**config.mk**
```make
export PLATFORM = sky130hd
export DESIGN_NAME = id_redirect_flat
export DESIGN_NICKNAME = d
export VERILOG_FILES = /design/src/rtl/id_redirect_if.sv /design/src/rtl/id_redirect.sv /design/src/flat_wrapper.sv
export SDC_FILE = /design/constraint.sdc
export NUM_CORES = 1
export LEC_CHECK = 0
export CORE_ASPECT_RATIO = 0.8
export CORE_UTILIZATION = 30
export DETAILED_ROUTE_END_ITERATION = 8
export PLACE_DENSITY_LB_ADDON = 0.3
export SLEW_MARGIN = 0
export SYNTH_ARGS = -nofsm -noshare
export SYNTH_HDL_FRONTEND = slang
export SYNTH_SLANG_ARGS = --single-unit
```
**constraint.sdc**
```tcl
create_clock -name clk -period 5.2 [get_ports clk]
set_input_delay 1.56 -clock clk [delete_from_list [all_inputs] [get_ports clk]]
set_output_delay 1.56 -clock clk [all_outputs]
set_load 0.05 [all_outputs]
```
**src/rtl/id_redirect_if.sv**
```systemverilog
// Fetch <-> decode link: fetch presents instr/pc, decode returns redirect targets.
interface id_redirect_if;
  // No handshake: fetch presents one instr/pc every cycle, and each address is
  // meaningful only in a cycle where its ctrl bit is 1; jump_ctrl outranks branch_ctrl.
  logic [31:0] instr;
  logic [31:0] pc;
  logic [31:0] branch_address;
  logic        branch_ctrl;
  logic [31:0] jump_address;
  logic        jump_ctrl;

  modport master (
    output instr, pc,
    input  branch_address, branch_ctrl, jump_address, jump_ctrl
  );

  modport slave (
    input  instr, pc,
    output branch_address, branch_ctrl, jump_address, jump_ctrl
  );
endinterface

```
**src/rtl/id_redirect.sv**
```systemverilog
// IF/ID register plus branch/jump resolution. The instruction that follows a
// redirect is squashed unless delay-slot semantics are selected.
module id_redirect #(
  parameter int DELAY_SLOT = 0,
  parameter int COUNT_W    = 16
) (
  input  logic               clk,
  input  logic               rst,
  id_redirect_if.slave       fetch,
  input  logic [31:0]        rs_data,
  input  logic [31:0]        rt_data,
  output logic [31:0]        id_instr,
  output logic [31:0]        id_pc,
  output logic               id_valid,
  output logic               link_we,
  output logic [31:0]        link_data,
  output logic [COUNT_W-1:0] redirect_count,
  output logic               squash_state
);

  localparam logic [5:0] OP_SPECIAL = 6'h00;
  localparam logic [5:0] OP_J       = 6'h02;
  localparam logic [5:0] OP_JAL     = 6'h03;
  localparam logic [5:0] OP_BEQ     = 6'h04;
  localparam logic [5:0] OP_BNE     = 6'h05;
  localparam logic [5:0] FN_JR      = 6'h08;
  localparam logic [COUNT_W-1:0] COUNT_MAX = '1;

  typedef enum logic {RUN, SQUASH} state_t;

  state_t      state;
  state_t      state_next;
  logic        load_bubble;
  logic        redirect;
  logic [5:0]  op;
  logic [5:0]  funct;
  logic        is_jr;
  logic        branch_taken;
  logic        jump_taken;
  logic [31:0] pc_plus4;

  // Decode of the instruction held in ID
  always_comb begin
    op           = id_instr[31:26];
    funct        = id_instr[5:0];
    is_jr        = (op == OP_SPECIAL) && (funct == FN_JR);
    branch_taken = id_valid && (((op == OP_BEQ) && (rs_data == rt_data)) ||
                                ((op == OP_BNE) && (rs_data != rt_data)));
    jump_taken   = id_valid && ((op == OP_J) || (op == OP_JAL) || is_jr);
    redirect     = branch_taken || jump_taken;
    pc_plus4     = id_pc + 32'd4;
  end

  assign fetch.branch_ctrl    = branch_taken;
  assign fetch.jump_ctrl      = jump_taken;
  assign fetch.branch_address = pc_plus4 + {{14{id_instr[15]}}, id_instr[15:0], 2'b00};
  assign fetch.jump_address   = is_jr ? rs_data : {pc_plus4[31:28], id_instr[25:0], 2'b00};
  assign link_we              = id_valid && (op == OP_JAL);
  assign link_data            = id_pc + ((DELAY_SLOT != 0) ? 32'd8 : 32'd4);
  assign squash_state         = (state == SQUASH);

  // A bubble in ID never redirects, so SQUASH simply loads normally and returns.
  always_comb begin
    state_next  = RUN;
    load_bubble = 1'b0;
    case (state)
      RUN: begin
        if (redirect && (DELAY_SLOT == 0)) begin
          state_next  = SQUASH;
          load_bubble = 1'b1;
        end
      end
      SQUASH: state_next = RUN;
      default: state_next = RUN;
    endcase
  end

  always_ff @(posedge clk) begin
    if (!rst) begin
      state          <= RUN;
      id_instr       <= 32'd0;
      id_pc          <= 32'd0;
      id_valid       <= 1'b0;
      redirect_count <= '0;
    end else begin
      state    <= state_next;
      id_instr <= load_bubble ? 32'd0 : fetch.instr;
      id_pc    <= fetch.pc;
      id_valid <= !load_bubble;
      if (redirect && (redirect_count != COUNT_MAX))
        redirect_count <= redirect_count + 1'b1;
    end
  end

endmodule

```
**src/flat_wrapper.sv**
```systemverilog
// flat-port wrapper written by rule: the top's interface ports become plain ports
module id_redirect_flat 
#(
  parameter int DELAY_SLOT = 0,
  parameter int COUNT_W    = 16
)
  (clk, rst, rs_data, rt_data, id_instr, id_pc, id_valid, link_we, link_data, redirect_count, squash_state, fetch_instr, fetch_pc, fetch_branch_address, fetch_branch_ctrl, fetch_jump_address, fetch_jump_ctrl);
  id_redirect_if fetch_i ();
  input  logic clk;
  input  logic rst;
  input  logic [31:0] rs_data;
  input  logic [31:0] rt_data;
  output logic [31:0] id_instr;
  output logic [31:0] id_pc;
  output logic id_valid;
  output logic link_we;
  output logic [31:0] link_data;
  output logic [COUNT_W-1:0] redirect_count;
  output logic squash_state;
  input wire logic [$bits(fetch_i.instr)-1:0] fetch_instr;
  input wire logic [$bits(fetch_i.pc)-1:0] fetch_pc;
  output wire logic [$bits(fetch_i.branch_address)-1:0] fetch_branch_address;
  output wire logic [$bits(fetch_i.branch_ctrl)-1:0] fetch_branch_ctrl;
  output wire logic [$bits(fetch_i.jump_address)-1:0] fetch_jump_address;
  output wire logic [$bits(fetch_i.jump_ctrl)-1:0] fetch_jump_ctrl;
  assign fetch_i.instr = fetch_instr;
  assign fetch_i.pc = fetch_pc;
  assign fetch_branch_address = fetch_i.branch_address;
  assign fetch_branch_ctrl = fetch_i.branch_ctrl;
  assign fetch_jump_address = fetch_i.jump_address;
  assign fetch_jump_ctrl = fetch_i.jump_ctrl;
  id_redirect #(.DELAY_SLOT(DELAY_SLOT), .COUNT_W(COUNT_W)) u_core (.clk(clk), .rst(rst), .fetch(fetch_i), .rs_data(rs_data), .rt_data(rt_data), .id_instr(id_instr), .id_pc(id_pc), .id_valid(id_valid), .link_we(link_we), .link_data(link_data), .redirect_count(redirect_count), .squash_state(squash_state));
endmodule
```
==> impl_metrics.csv, run 1 <==
group,metric,value,unit
outcome,run_status,"complete, but fails checks",
outcome,violations,"setup timing",
timing,setup_slack,-0.227,ns
finish,postLayoutCellArea,0.0109,mm²
clock_network,cts_buffers,9,
worst_setup_path,cp-start-kind,"register",
worst_setup_path,worstSetupPathType,"register to primary output",
worst_setup_path,end_kind,"primary output",
power,power_frac_comb,0.450,
place,place_worst_setup_slack,-0.307,ns
synth,yosysWarnings,0,
route,first_pass_iters,7,
synth,async_flop_share,0,
timing,setup_viol,5,
finish,drive_gt1_frac,0.254,
floorplanning,die_area,0.0192,mm²
route,drc,0,
power,internal_power,1.46,mW
route,drt-total-wl,24.2,mm
clock_network,htreeDepth,3,
synth,synthTopCellsByCount,"103 x nand2_1, 82 x dfxtp_1, 45 x inv_1, 45 x nor2_1",
timing,max_freq,184,MHz
finish,fin_nets,1224,
timing,rsz0062_at_grt,"true",
power,power_frac_clock,0.267,
clock_network,hold_buffers,0,
global_routing,antenna_found_initial,0,
finish,layoutNonFillerInstCount,1318,
power,p_sw_frac,0.408,
floorplanning,design.core.area,0.0182,mm²
route,drt-initial-drc-count,289,
route,wl_per_cell,18.3,µm
power,ir_drop,0.000139,V
run,drv_cap,0,
place,placed_area,0.00989,mm²
clock_network,cts_tree,"built",
clock_network,cts-root-buf,"clkbuf_16",
floorplanning,io_pins,311,
synth,synth.yosys.seq_area_share,0.293,
power,p_leak,4.67,nW
timing,fin_crit_sh,1.04,
route,vias,6351,
floorplanning,start_util,0.308,
worst_setup_path,critical_path_required,3.64,ns
finish,final_util,0.598,
timing,hold_viol,0,
synth,synth_top_cell_by_area,"dfxtp_1",
synth,synth_nets,867,
finish,area_growth,94.5,%
power,pwr_density_cell,226,mW/mm²
timing,holdWs,0.483,ns
power,power,2.47,mW
clock_network,cts.sinks,82,
synth,synth_most_common_cell,"nand2_1",
global_routing,grt_overflow_total,0,
global_routing,grt_pass1_wl,35.2,mm
synth,syn_inst,703,
synth,yosysUniqueCellTypes,61,
power,p_seq_frac,0.283,
route,via_per_inst,4.82,
clock_network,clk_pin_slew,0.08,ns
global_routing,grt_pass1_vias,6066,
place,gp_congestion,0.880,
finish,diodes,0,
min_path,hp-class,"register to register",
clock_network,clockBufferDepth,2,
floorplanning,rows,44,
timing,skew,0.00960,ns
synth,yosysTopAreaCellShare,0.293,
synth,synth_area,0.00561,mm²
route,postRouteAntennaNets,0,
synth,syn-mean-instance-area,7.98,µm²
timing,slew_violations,0,
synth,netlist_top_cells_area,"dfxtp_1 29%, ha_1 7.4%, nand2_1 6.9%, xnor2_1 6.9%, xor2_1 6.9%",
floorplanning,die_x,155,µm
timing,tightest_slew,0.823,ns
place,io_buffers,310,
synth,synthFlopType,"dfxtp_1",
global_routing,grt_usage,0.242,
power,net-switching-power,1.01,mW
synth,synth-seq-cells,82,
floorplanning,die_h,124,µm
worst_setup_path,cp_data_arrival_time,3.87,ns
timing,tns,-0.594,ns
place,placed_cells,1268,
global_routing,grt_max_degree,50,
synth,synth-edff-count,0,
clock_network,worstSkewPairLatency,0.36,ns
place,hpwl,18.6,mm
worst_setup_path,path_max_fanout,6,
timing,fin_crit,5.43,ns
timing,max_slew_margin,0.451,
-- final timing paths --
| check | start | endpoint | slack [ns] | cells after the start |
|---|---|---|---|---|
| hold reg to reg | u_core.redirect_count[8] | u_core.redirect_count[8] | 0.48 | 2 |
| setup reg to reg | u_core.id_instr[3] | u_core.id_instr[1] | 2.57 | 7 |
| hold / removal | u_core.redirect_count[8] | u_core.redirect_count[8] | 0.48 | 2 |
| setup / recovery | u_core.id_pc[4] | fetch_branch_address[28] | -0.23 | 14 |
-- layout make-up --
cell class	instances	area (µm²)
flip-flops and latches	82	1680
inverters	47	176
well taps	253	317
clock buffers	9	225
clock inverters	7	68.8
fillers	1570	7320
repair buffers	370	3730
multi-input cells	550	4700
-- state kept, by name, indices dropped and copies added, names as in the netlist --
| signal | cells |
|---|---|
| u_core.squash_state | 1 |
| u_core.redirect_count | 16 |
| u_core.id_instr | 32 |
| u_core.id_valid | 1 |
| u_core.id_pc | 32 |
-- layer usage --
| layer | wire (µm) | global-route usage |
|---|---|---|
| met2 | 11300 | 0.393 |
| met3 | 1500 | 0.0518 |
| met4 | 617 | 0.0827 |
| met1 | 10700 | 0.315 |
| met5 | 0 | 0 |
-- power by group through the flow --
stage | clock network, mW | logic (mW) | registers (mW)
2_1_floorplan | 0 | 0.505 | 0.809
3_3_place_gp | 0 | 1.03 | 0.713
3_5_place_dp | 0 | 1.04 | 0.714
4_1_cts | 0.679 | 1.07 | 0.697
5_1_grt | 0.700 | 1.16 | 0.702
6_report | 0.658 | 1.11 | 0.698
-- critical path, stage by stage, from the launching register on --
cell	delay, ns
dfxtp_4	0.35
and3_4	0.19
and4_4	0.25
nand3_4	0.17
xnor2_4	0.22
ha_4	0.26
a211oi_2	0.27
nor2_2	0.11
o41ai_4	0.41
a2bb2oi_2	0.25
a31oi_4	0.14
a221o_1	0.37
a21oi_4	0.19
xnor2_4	0.16
buf_12	0.16
-- cells by family after synthesis --
kind of cell,Yosys count,share of synthesized area
buffers and inverters,71,0.0544
AOI/OAI and AO/OA,119,0.153
adders and majority gates,34,0.0772
and+or+nand+nor,301,0.270
DFF,82,0.293
muxes,8,0.0143
xor gates and xnor gates,88,0.137
-- what timing repair did --
action | CTS | global route
pin swaps | 28 | 36
endpoints found under the setup margin | 12 | 15
setup buffers | 17 | 19
gates resized for setup | 37 | 54
-- layout by cell type, fill, tap and decap left out, drive strengths merged, types with 9 or more instances in the layout --
| master | n |
|---|---|
| and3 | 21 |
| nor4 | 12 |
| and2 | 39 |
| dfxtp | 82 |
| nand2 | 103 |
| a211oi | 10 |
| nor2 | 74 |
| nand2b | 10 |
| a21oi | 35 |
| ha | 33 |
| xnor2 | 44 |
| clkdlybuf4s50 | 284 |
| clkbuf | 9 |
| a21o | 20 |
| buf | 84 |
| o21ai | 16 |
| xor2 | 44 |
| nand3 | 20 |
| inv | 51 |
Note: power is estimated with default switching activity, not from simulation.
==> run 2: changes to the inputs <==
--- a/config.mk
+++ b/config.mk
@@ -7,6 +7,7 @@
 export LEC_CHECK = 0
 export CORE_ASPECT_RATIO = 0.8
 export CORE_UTILIZATION = 30
+export CTS_CLUSTER_DIAMETER = 200
 export DETAILED_ROUTE_END_ITERATION = 8
 export PLACE_DENSITY_LB_ADDON = 0.3
 export SLEW_MARGIN = 0
==> results of run 2 <==
The final DEF is identical to that of run 1; final timing and power are the same.
